## config.mk

```make
export PLATFORM = sky130hd
export DESIGN_NAME = disparity_scheduler
export DESIGN_NICKNAME = d
export VERILOG_FILES = /design/src/rtl/disparity_scheduler_pkg.sv /design/src/rtl/disparity_scheduler_ws_min4.sv /design/src/rtl/disparity_scheduler.sv
export SDC_FILE = /design/constraint.sdc
export NUM_CORES = 1
export LEC_CHECK = 0
export CORE_MARGIN = 2
export CORE_UTILIZATION = 56
export DETAILED_ROUTE_END_ITERATION = 10
export PLACE_DENSITY = 0.86
export SYNTH_ARGS = -nofsm -noshare
export SYNTH_HDL_FRONTEND = slang
export SYNTH_SLANG_ARGS = --single-unit
export TNS_END_PERCENT = 30
```

## constraint.sdc

```tcl
create_clock -name clock -period 11.7 [get_ports clock]
set_input_delay 2.34 -clock clock [delete_from_list [all_inputs] [get_ports clock]]
set_output_delay 2.34 -clock clock [all_outputs]
set_load 0.005 [all_outputs]
```

## src/rtl/disparity_scheduler_pkg.sv

```systemverilog
// disparity_scheduler_pkg: shared stereo FSM encoding and default widths
// used by the disparity sweep scheduler and its compare logic.
package disparity_scheduler_pkg;
   localparam int WS_W_DEF   = 14;
   localparam int DISP_W_DEF = 6;
   localparam int COL_W      = 10;
   typedef enum logic [1:0] {IDLE, ISSUE, DRAIN, EMIT} state_t;
endpackage

```

## src/rtl/disparity_scheduler_ws_min4.sv

```systemverilog
// ws_min4: four-lane minimum over unmasked window sums; ties go to the lower lane.
module ws_min4
   import disparity_scheduler_pkg::*;
#(
   parameter int WS_W = WS_W_DEF
) (
   input  logic [3:0][WS_W-1:0] i_ws,
   input  logic [3:0]           i_mask,
   output logic                 o_any,
   output logic [WS_W-1:0]      o_min,
   output logic [1:0]           o_idx
);
   logic            w_lo_v, w_hi_v, w_lo_b, w_hi_b, w_take_hi;
   logic [WS_W-1:0] w_lo_ws, w_hi_ws;
   // pairwise tree: the right operand wins only when strictly smaller
   always_comb begin
      w_lo_v    = !(i_mask[0] && i_mask[1]);
      w_hi_v    = !(i_mask[2] && i_mask[3]);
      w_lo_b    = !i_mask[1] && (i_mask[0] || i_ws[1] < i_ws[0]);
      w_hi_b    = !i_mask[3] && (i_mask[2] || i_ws[3] < i_ws[2]);
      w_lo_ws   = w_lo_b ? i_ws[1] : i_ws[0];
      w_hi_ws   = w_hi_b ? i_ws[3] : i_ws[2];
      w_take_hi = w_hi_v && (!w_lo_v || w_hi_ws < w_lo_ws);
      o_any     = w_lo_v || w_hi_v;
      o_min     = w_take_hi ? w_hi_ws : w_lo_ws;
      o_idx     = w_take_hi ? {1'b1, w_hi_b} : {1'b0, w_lo_b};
   end
endmodule

```

## src/rtl/disparity_scheduler.sv

```systemverilog
// disparity_scheduler: sweeps disparity groups per column through four pipelines
// and returns the per-column winning disparity over a valid/ready handshake.
module disparity_scheduler
   import disparity_scheduler_pkg::*;
#(
   parameter int NUM_GROUPS   = 16,
   parameter int PIPE_LATENCY = 8,
   parameter int WS_W         = WS_W_DEF,
   parameter int DISP_W       = DISP_W_DEF
) (
   input  logic              clock,
   input  logic              reset,
   input  logic              read_start,
   input  logic [COL_W-1:0]  line_width,
   input  logic [WS_W-1:0]   ws1,
   input  logic [WS_W-1:0]   ws2,
   input  logic [WS_W-1:0]   ws3,
   input  logic [WS_W-1:0]   ws4,
   output logic [COL_W-1:0]  col_addr,
   output logic [DISP_W-1:0] disparity_1,
   output logic [DISP_W-1:0] disparity_2,
   output logic [DISP_W-1:0] disparity_3,
   output logic [DISP_W-1:0] disparity_4,
   output logic              issue_valid,
   output logic              result_valid,
   input  logic              result_ready,
   output logic [DISP_W-1:0] result_disparity,
   output logic [WS_W-1:0]   result_ws,
   output logic              busy,
   output logic              done,
   output logic              overrun
);
   localparam int GW = NUM_GROUPS > 1 ? $clog2(NUM_GROUPS) : 1;
   typedef struct packed {
      logic          v;
      logic [GW-1:0] g;
      logic [3:0]    mask;
   } dl_t;
   state_t                   r_state, w_next;
   dl_t [PIPE_LATENCY-1:0]   r_dl;
   dl_t                      w_dl_in, w_dl_out;
   logic [COL_W-1:0]         r_col, r_width;
   logic [GW-1:0]            r_group;
   logic [WS_W-1:0]          r_min, w_min;
   logic [DISP_W-1:0]        r_mind;
   logic                     r_last_cmp, r_done, r_overrun;
   logic [3:0][DISP_W-1:0]   w_disp;
   logic [1:0]               w_idx;
   logic                     w_any, w_accept, w_last_col, w_last_group, w_better, w_enter;
   ws_min4 #(.WS_W(WS_W)) u_min (
      .i_ws   ({ws4, ws3, ws2, ws1}),
      .i_mask (w_dl_out.mask),
      .o_any  (w_any),
      .o_min  (w_min),
      .o_idx  (w_idx)
   );
   always_comb begin
      w_dl_in.v    = issue_valid;
      w_dl_in.g    = r_group;
      w_dl_in.mask = '0;
      for (int k = 0; k < 4; k++) begin
         w_disp[k]       = issue_valid ? DISP_W'(4 * int'(r_group) + k) : '0;
         w_dl_in.mask[k] = 4 * int'(r_group) + k > int'(r_col);
      end
   end
   assign w_dl_out     = r_dl[PIPE_LATENCY-1];
   assign w_accept     = read_start && r_state == IDLE;
   assign w_last_col   = r_col == r_width - 1'b1;
   assign w_last_group = r_group == GW'(NUM_GROUPS - 1);
   assign w_better     = w_dl_out.v && w_any && w_min < r_min;
   assign w_enter      = w_next == ISSUE && r_state != ISSUE;
   always_comb begin
      w_next = r_state;
      unique case (r_state)
         IDLE:    w_next = w_accept && line_width != '0 ? ISSUE : IDLE;
         ISSUE:   w_next = w_last_group ? DRAIN : ISSUE;
         DRAIN:   w_next = r_last_cmp ? EMIT : DRAIN;
         EMIT:    w_next = !result_ready ? EMIT : w_last_col ? IDLE : ISSUE;
         default: w_next = IDLE;
      endcase
   end
   always_ff @(posedge clock or posedge reset) begin
      if (reset) begin
         r_state    <= IDLE;
         r_dl       <= '0;
         r_col      <= '0;
         r_width    <= '0;
         r_group    <= '0;
         r_min      <= '0;
         r_mind     <= '0;
         r_last_cmp <= 1'b0;
         r_done     <= 1'b0;
         r_overrun  <= 1'b0;
      end else begin
         r_state    <= w_next;
         r_dl[0]    <= w_dl_in;
         for (int i = 1; i < PIPE_LATENCY; i++) r_dl[i] <= r_dl[i-1];
         r_last_cmp <= w_dl_out.v && w_dl_out.g == GW'(NUM_GROUPS - 1);
         r_done     <= (w_accept && line_width == '0) || (r_state == EMIT && result_ready && w_last_col);
         r_overrun  <= read_start && r_state != IDLE;
         if (w_accept) r_width <= line_width;
         // each new column restarts the search from all-ones at disparity 0
         if (w_enter) begin
            r_col   <= r_state == IDLE ? '0 : r_col + 1'b1;
            r_group <= '0;
            r_min   <= '1;
            r_mind  <= '0;
         end else begin
            if (r_state == ISSUE) r_group <= r_group + 1'b1;
            if (w_better) begin
               r_min  <= w_min;
               r_mind <= DISP_W'(4 * int'(w_dl_out.g) + int'(w_idx));
            end
         end
      end
   end
   assign col_addr         = r_col;
   assign disparity_1      = w_disp[0];
   assign disparity_2      = w_disp[1];
   assign disparity_3      = w_disp[2];
   assign disparity_4      = w_disp[3];
   assign issue_valid      = r_state == ISSUE;
   assign result_valid     = r_state == EMIT;
   assign result_disparity = r_mind;
   assign result_ws        = r_min;
   assign busy             = r_state != IDLE;
   assign done             = r_done;
   assign overrun          = r_overrun;
endmodule
```

== Word-level counts from Yosys, hierarchy flattened ==
Cells that the tools add are included.
Widths: inputs -> output; s select.

* Flip-flop bits (word level): 121
* Memory bits (writable): 0
* Memories: 0
* Bits in latches: 0
* Bits in read-only memories: 0

* Divide/modulo/power cells: 0
* Reductions and logical operators: 30
* Shift-type cells: 0
* Magnitude comparators: 8
* $mul: 0
* Bitwise operators: 0
* Equality and inequality tests: 8
* Multiplexer cells: 21
* Add/sub/neg operators: 7

{| class="wikitable"
|+ Operators by type and width
! kind !! count
|-
| $mux 14 || 5
|-
| $lt 14x14->1 || 4
|-
| $mux 6 || 6
|-
| $gt 7x10->1 || 3
|-
| $logic_and 1x1->1 || 15
|-
| $add 6x2->7 const B || 2
|-
| $add 10x1->10 const B || 1
|-
| $eq 10x10->1 || 1
|-
| $gt 6x10->1 || 1
|-
| $logic_not 10->1 || 1
|-
| $mux 10 || 1
|-
| $reduce_bool 10->1 || 1
|-
| $sub 10x1->10 const B || 1
|-
| $eq 4x4->1 const B || 2
|-
| $mux 4 || 2
|-
| $pmux 2 s4 || 1
|-
| $add 6x1->7 const B || 1
|-
| $add 6x2->6 || 1
|-
| $mux 2 || 3
|-
| $reduce_bool 2->1 || 3
|-
| $logic_or 1x1->1 || 5
|-
| $add 4x1->4 const B || 1
|-
| $eq 2x1->1 const B || 2
|-
| $eq 2x2->1 const B || 2
|-
| 4 further kinds || 9
|}

== Logic depth before layout (Yosys ltp) ==
* Depth in word-level cells: 12
* Depth in mapped cells: 30
* Gate-level depth less buffers: 25

== Cells and area by module ==
From an unflattened synthesis, not the netlist that was laid out.

* Cell total of the unflattened synthesis: 645
* Area, all modules: 6668.9 um2

{| class="wikitable"
|+ Modules (own cells, without submodules)
! module !! cells an instance !! times used !! seq. area each (um2) !! area an instance (um2)
|-
| disparity_scheduler || 427 || 1 || 3027.9 || 5097.4
|-
| ws_min4 || 218 || 1 || 0.0 || 1571.5
|}

== Worst setup path after synthesis ==
Ideal clock, no wire load.

* Path type: input to register
* From: input port ws3[3]
* To: register r_min[10] (netlist: result_ws[10])
* Arrival time: 7.844 ns
* Stages on the path: 29
* Path slack: 3.733 ns
* Path buffers: 4
* Cells stage by stage: inv_1 ha_1 a2111oi_2 o21ai_1 a221o_1 o31ai_4 buf_6 clkbuf_1 nand2_1 o21ai_0 ha_1 a211oi_1 nor2_1 a2111oi_0 nor2_1 o22ai_1 o21ai_4 buf_6 mux2_4 ha_1 a21o_1 a21o_1 a21oi_1 nor2b_1 a21boi_0 a211oi_4 buf_6 nor2_1 a211o_1

* Longest elaborated chain between the ends: 11
* Elaborated cells between the ends (all ways): 13
* Classes of those cells: order compare: 3; mux: 4; reduce/logical: 6

{| class="wikitable"
|+ Ends and longest elaborated chain
! element !! line !! text
|-
| from (decl) || disparity_scheduler.sv:17 || <nowiki>input logic [WS_W-1:0] ws3,</nowiki>
|-
| $lt 14x14->1 || disparity_scheduler_ws_min4.sv:20 || <nowiki>w_hi_b = !i_mask[3] && (i_mask[2] || i_ws[3] < i_ws[2]);</nowiki>
|-
| $logic_or 1x1->1 || disparity_scheduler_ws_min4.sv:20 ||
|-
| $logic_and 1x1->1 || disparity_scheduler_ws_min4.sv:20 ||
|-
| $mux 14 (*) || disparity_scheduler_ws_min4.sv:22 || <nowiki>w_hi_ws = w_hi_b ? i_ws[3] : i_ws[2];</nowiki>
|-
| $lt 14x14->1 || disparity_scheduler_ws_min4.sv:23 || <nowiki>w_take_hi = w_hi_v && (!w_lo_v || w_hi_ws < w_lo_ws);</nowiki>
|-
| $logic_or 1x1->1 || disparity_scheduler_ws_min4.sv:23 ||
|-
| $logic_and 1x1->1 || disparity_scheduler_ws_min4.sv:23 ||
|-
| $mux 14 (*) || disparity_scheduler_ws_min4.sv:25 || <nowiki>o_min = w_take_hi ? w_hi_ws : w_lo_ws;</nowiki>
|-
| $lt 14x14->1 || disparity_scheduler.sv:70 || <nowiki>assign w_better = w_dl_out.v && w_any && w_min < r_min;</nowiki>
|-
| $logic_and 1x1->1 || disparity_scheduler.sv:70 ||
|-
| $reduce_bool 2->1 (no line) || -- ||
|-
| to (signal assigned) || disparity_scheduler.sv:111 || <nowiki>r_min <= w_min;</nowiki>
|-
| to (decl) || disparity_scheduler.sv:44 || <nowiki>logic [WS_W-1:0] r_min, w_min;</nowiki>
|}

Mark *: on every way between the ends. The rest lies on a longest branch, timed or not. The select of a mux whose other input is x is not followed.
A chain may end at the register's enable or synchronous reset.

== Worst setup path after layout ==
* From: input port ws3[3]
* To: register r_min[1] (netlist: result_ws[1])

The elaborated chain is that of the path after synthesis.

==> results.toml <==
[logic_synthesis]
synth_top_area_share_pct = 45.97
syn_area_um2 = 6586
yosysSeqAreaShare_pct = 45.97
synth_common_cells = "dfrtp_1, inv_1, ha_1"
synth_edf_count = 0
synthArstFlopShare_pct = 100.0
yosysUniqueCellTypes = 60
synth-seq-cells = 121
synth_ff_type = "dfrtp_1"
synth_top_cells_by_area = "dfrtp_1, ha_1, inv_1"
yosysWarnings = 0
yosysMostFrequentCell = "dfrtp_1"
syn-instance-count = 627
yosys.area.top_type = "dfrtp_1"
avgSynthCellArea_um2 = 10.50

[global_routing]
antenna_found_initial = 0
grt_max_degree = 88
grt.overflow.total = 0
first_global_vias = 5104
grt_pass1_wl_um = 26120
track_usage_pct = 26.55

[drt]
drt_pass1_iterations = 5
drt_wl_total_um = 16610
post_drt_via_cell_ratio = 5.648
remaining_drc_errors = 0
drt_iter0_markers = 380
ant_nets = 0
routedWlPerCell_um = 18.54
num_vias = 5061

[sta]
rsz0062_at_grt = "no"
setup_violations = 0
setup_tns_ps = 0
clock.fmax_mhz = 104.0
max_slew_margin_pct = 30.75
fin_crit_sh_pct = 82.20
hold_ws_ps = 343.3
report.final.slew_viol_count = 0
hold_viol_final = 0
clock_skew_ps = 8.923
min_period_ps = 9618
worstMarginPinSlew_ps = 1039

[layout]
final_nets = 872
post-route-util_pct = 73.14
area.growth.synth_to_final_pct = 27.34
fin_cells = 896
antenna_cells = 0
drive_gt1_share_pct = 8.765
final_area_um2 = 8387

[clocking]
cts_made_buffers = 17
post_cts_buffers = 0
clkLatencyLatePin_ps = 410
cts_tree = "built"
h-tree-depth = 4
clk_pin_slew_ps = 60
cts_resized = 0
cts_sinks = 121
cts_buffer_depth = 2
cts_root_buf = "clkbuf_16"
holdBufCountCts = 0

[setup_path]
start_kind = "primary input"
required_ps = 11990
cp-end-kind = "flop"
crit_type = "primary input to flop"
critical_path_arrival_ps = 9910
crit_fanout = 29

[worst_hold_path]
hp-class = "flop to flop"

[pwr]
p_leak_nw = 3.956
power.density_nw_per_um2 = 280.8
ir_worst_vdd_mv = 0.1791

[placed_design]
port_buffers = 124
place_hpwl_um = 11980
placed_area_um2 = 7789
dp.cells = 864
gp_congestion = 0.8864

[die]
initial_core_util_pct = 57.44
io_pins = 129
die_h_um = 112.5
die_area_um2 = 12650
die_w_um = 112.5
rows = 39
core_um2 = 11470

[run]
cap_violations = 0

[status]
status = "finished, final reports clean"
-- power breakdown --
part / switching (mW) / internal (mW) / leakage (nW)
logic: 0.587 / 0.533 / 2.19
registers: 0.111 / 0.597 / 1.48
clock network: 0.203 / 0.324 / 0.289
-- placed cells by master, fill, tap and decap left out, drive strengths merged, types with 8 or more instances in the layout --
cell type,count
o21ai,38
nor3,8
a211oi,8
a21o,8
xor2,9
a211o,14
ha,62
mux2i,18
dfrtp,121
inv,76
a21oi,16
clkbuf,18
nand4,12
nor2,45
xnor2,9
clkdlybuf4s50,124
nand2,38
nand3,16
nand2b,9
mux2,22
-- worst paths after layout --
path / start / cells past startpoint / endpoint / slack (ps)
min in group asynchronous: reset / 2 / r_dl[42]$_DFF_PP0_ / 2290
hold / removal: r_dl[51]$_DFF_PP0_ / 0 / r_dl[60]$_DFF_PP0_ / 340
hold reg to reg: r_dl[51]$_DFF_PP0_ / 0 / r_dl[60]$_DFF_PP0_ / 340
setup / recovery: ws3[3] / 25 / result_ws[1]$_DFFE_PP0P_ / 2080
max in group asynchronous: reset / 3 / r_dl[11]$_DFF_PP0_ / 8020
setup reg to reg: r_dl[63]$_DFF_PP0_ / 22 / result_ws[1]$_DFFE_PP0P_ / 5220
-- final cells by class --
class	instances	area [um2]
inverters	70	265.3
clock buffers	18	439.2
clock inverters	14	158.9
flip-flops and latches	121	3028
multi-input cells	403	3053
well taps	143	178.9
fillers	782	3080
repair buffers	127	1264
-- per-layer routing --
layer,vias up,global-route usage (%),wire [um]
met5,-,0,0
met4,0,7.236,231
met3,30,6.425,1144
met2,225,46.83,8409
met1,2426,32.73,6824
li1,2380,-,-
-- sequential cells by signal, indices dropped and copies added (netlist names), 2 cells and up --
signal,cells
result_ws,14
col_addr,10
r_dl,72
result_disparity,6
r_width,10
r_state,2
r_group,4
-- critical path, stage by stage --
cell             delay (ps)
clkdlybuf4s50_1         470
inv_1                    60
ha_1                    320
a2111oi_2               350
o21ai_1                 110
a221o_1                 370
o31ai_4                 810
o21ai_0                 420
ha_1                    420
and4_1                  210
a2111oi_0               380
nor2_1                  110
o22ai_1                 270
o21ai_4                 240
mux2_4                  370
ha_1                    300
a21o_1                  160
a21o_1                  180
a21oi_1                 240
a211oi_1                160
o211a_1                 210
a211oi_4                670
buf_4                   360
nor2_1                   70
a211o_1                 280
-- cell families after synthesis --
family,share of synthesized area (%)
AOI/OAI and AO/OA,12.60
xor gates and xnor gates,2.394
adders and majority gates,11.78
buffers and inverters,7.846
DFF,45.97
muxes,6.953
other,0.05694
and+or+nand+nor,12.41
-- stage by stage --
step / setup slack [ps] / power, mW
2_1_floorplan: 3733 / 1.478
3_3_place_gp: 2065 / 1.751
3_5_place_dp: 1948 / 1.795
4_1_cts: 2231 / 2.359
5_1_grt: 1648 / 2.498
6_report: 2082 / 2.355
Power figures use the tool's default switching activity.
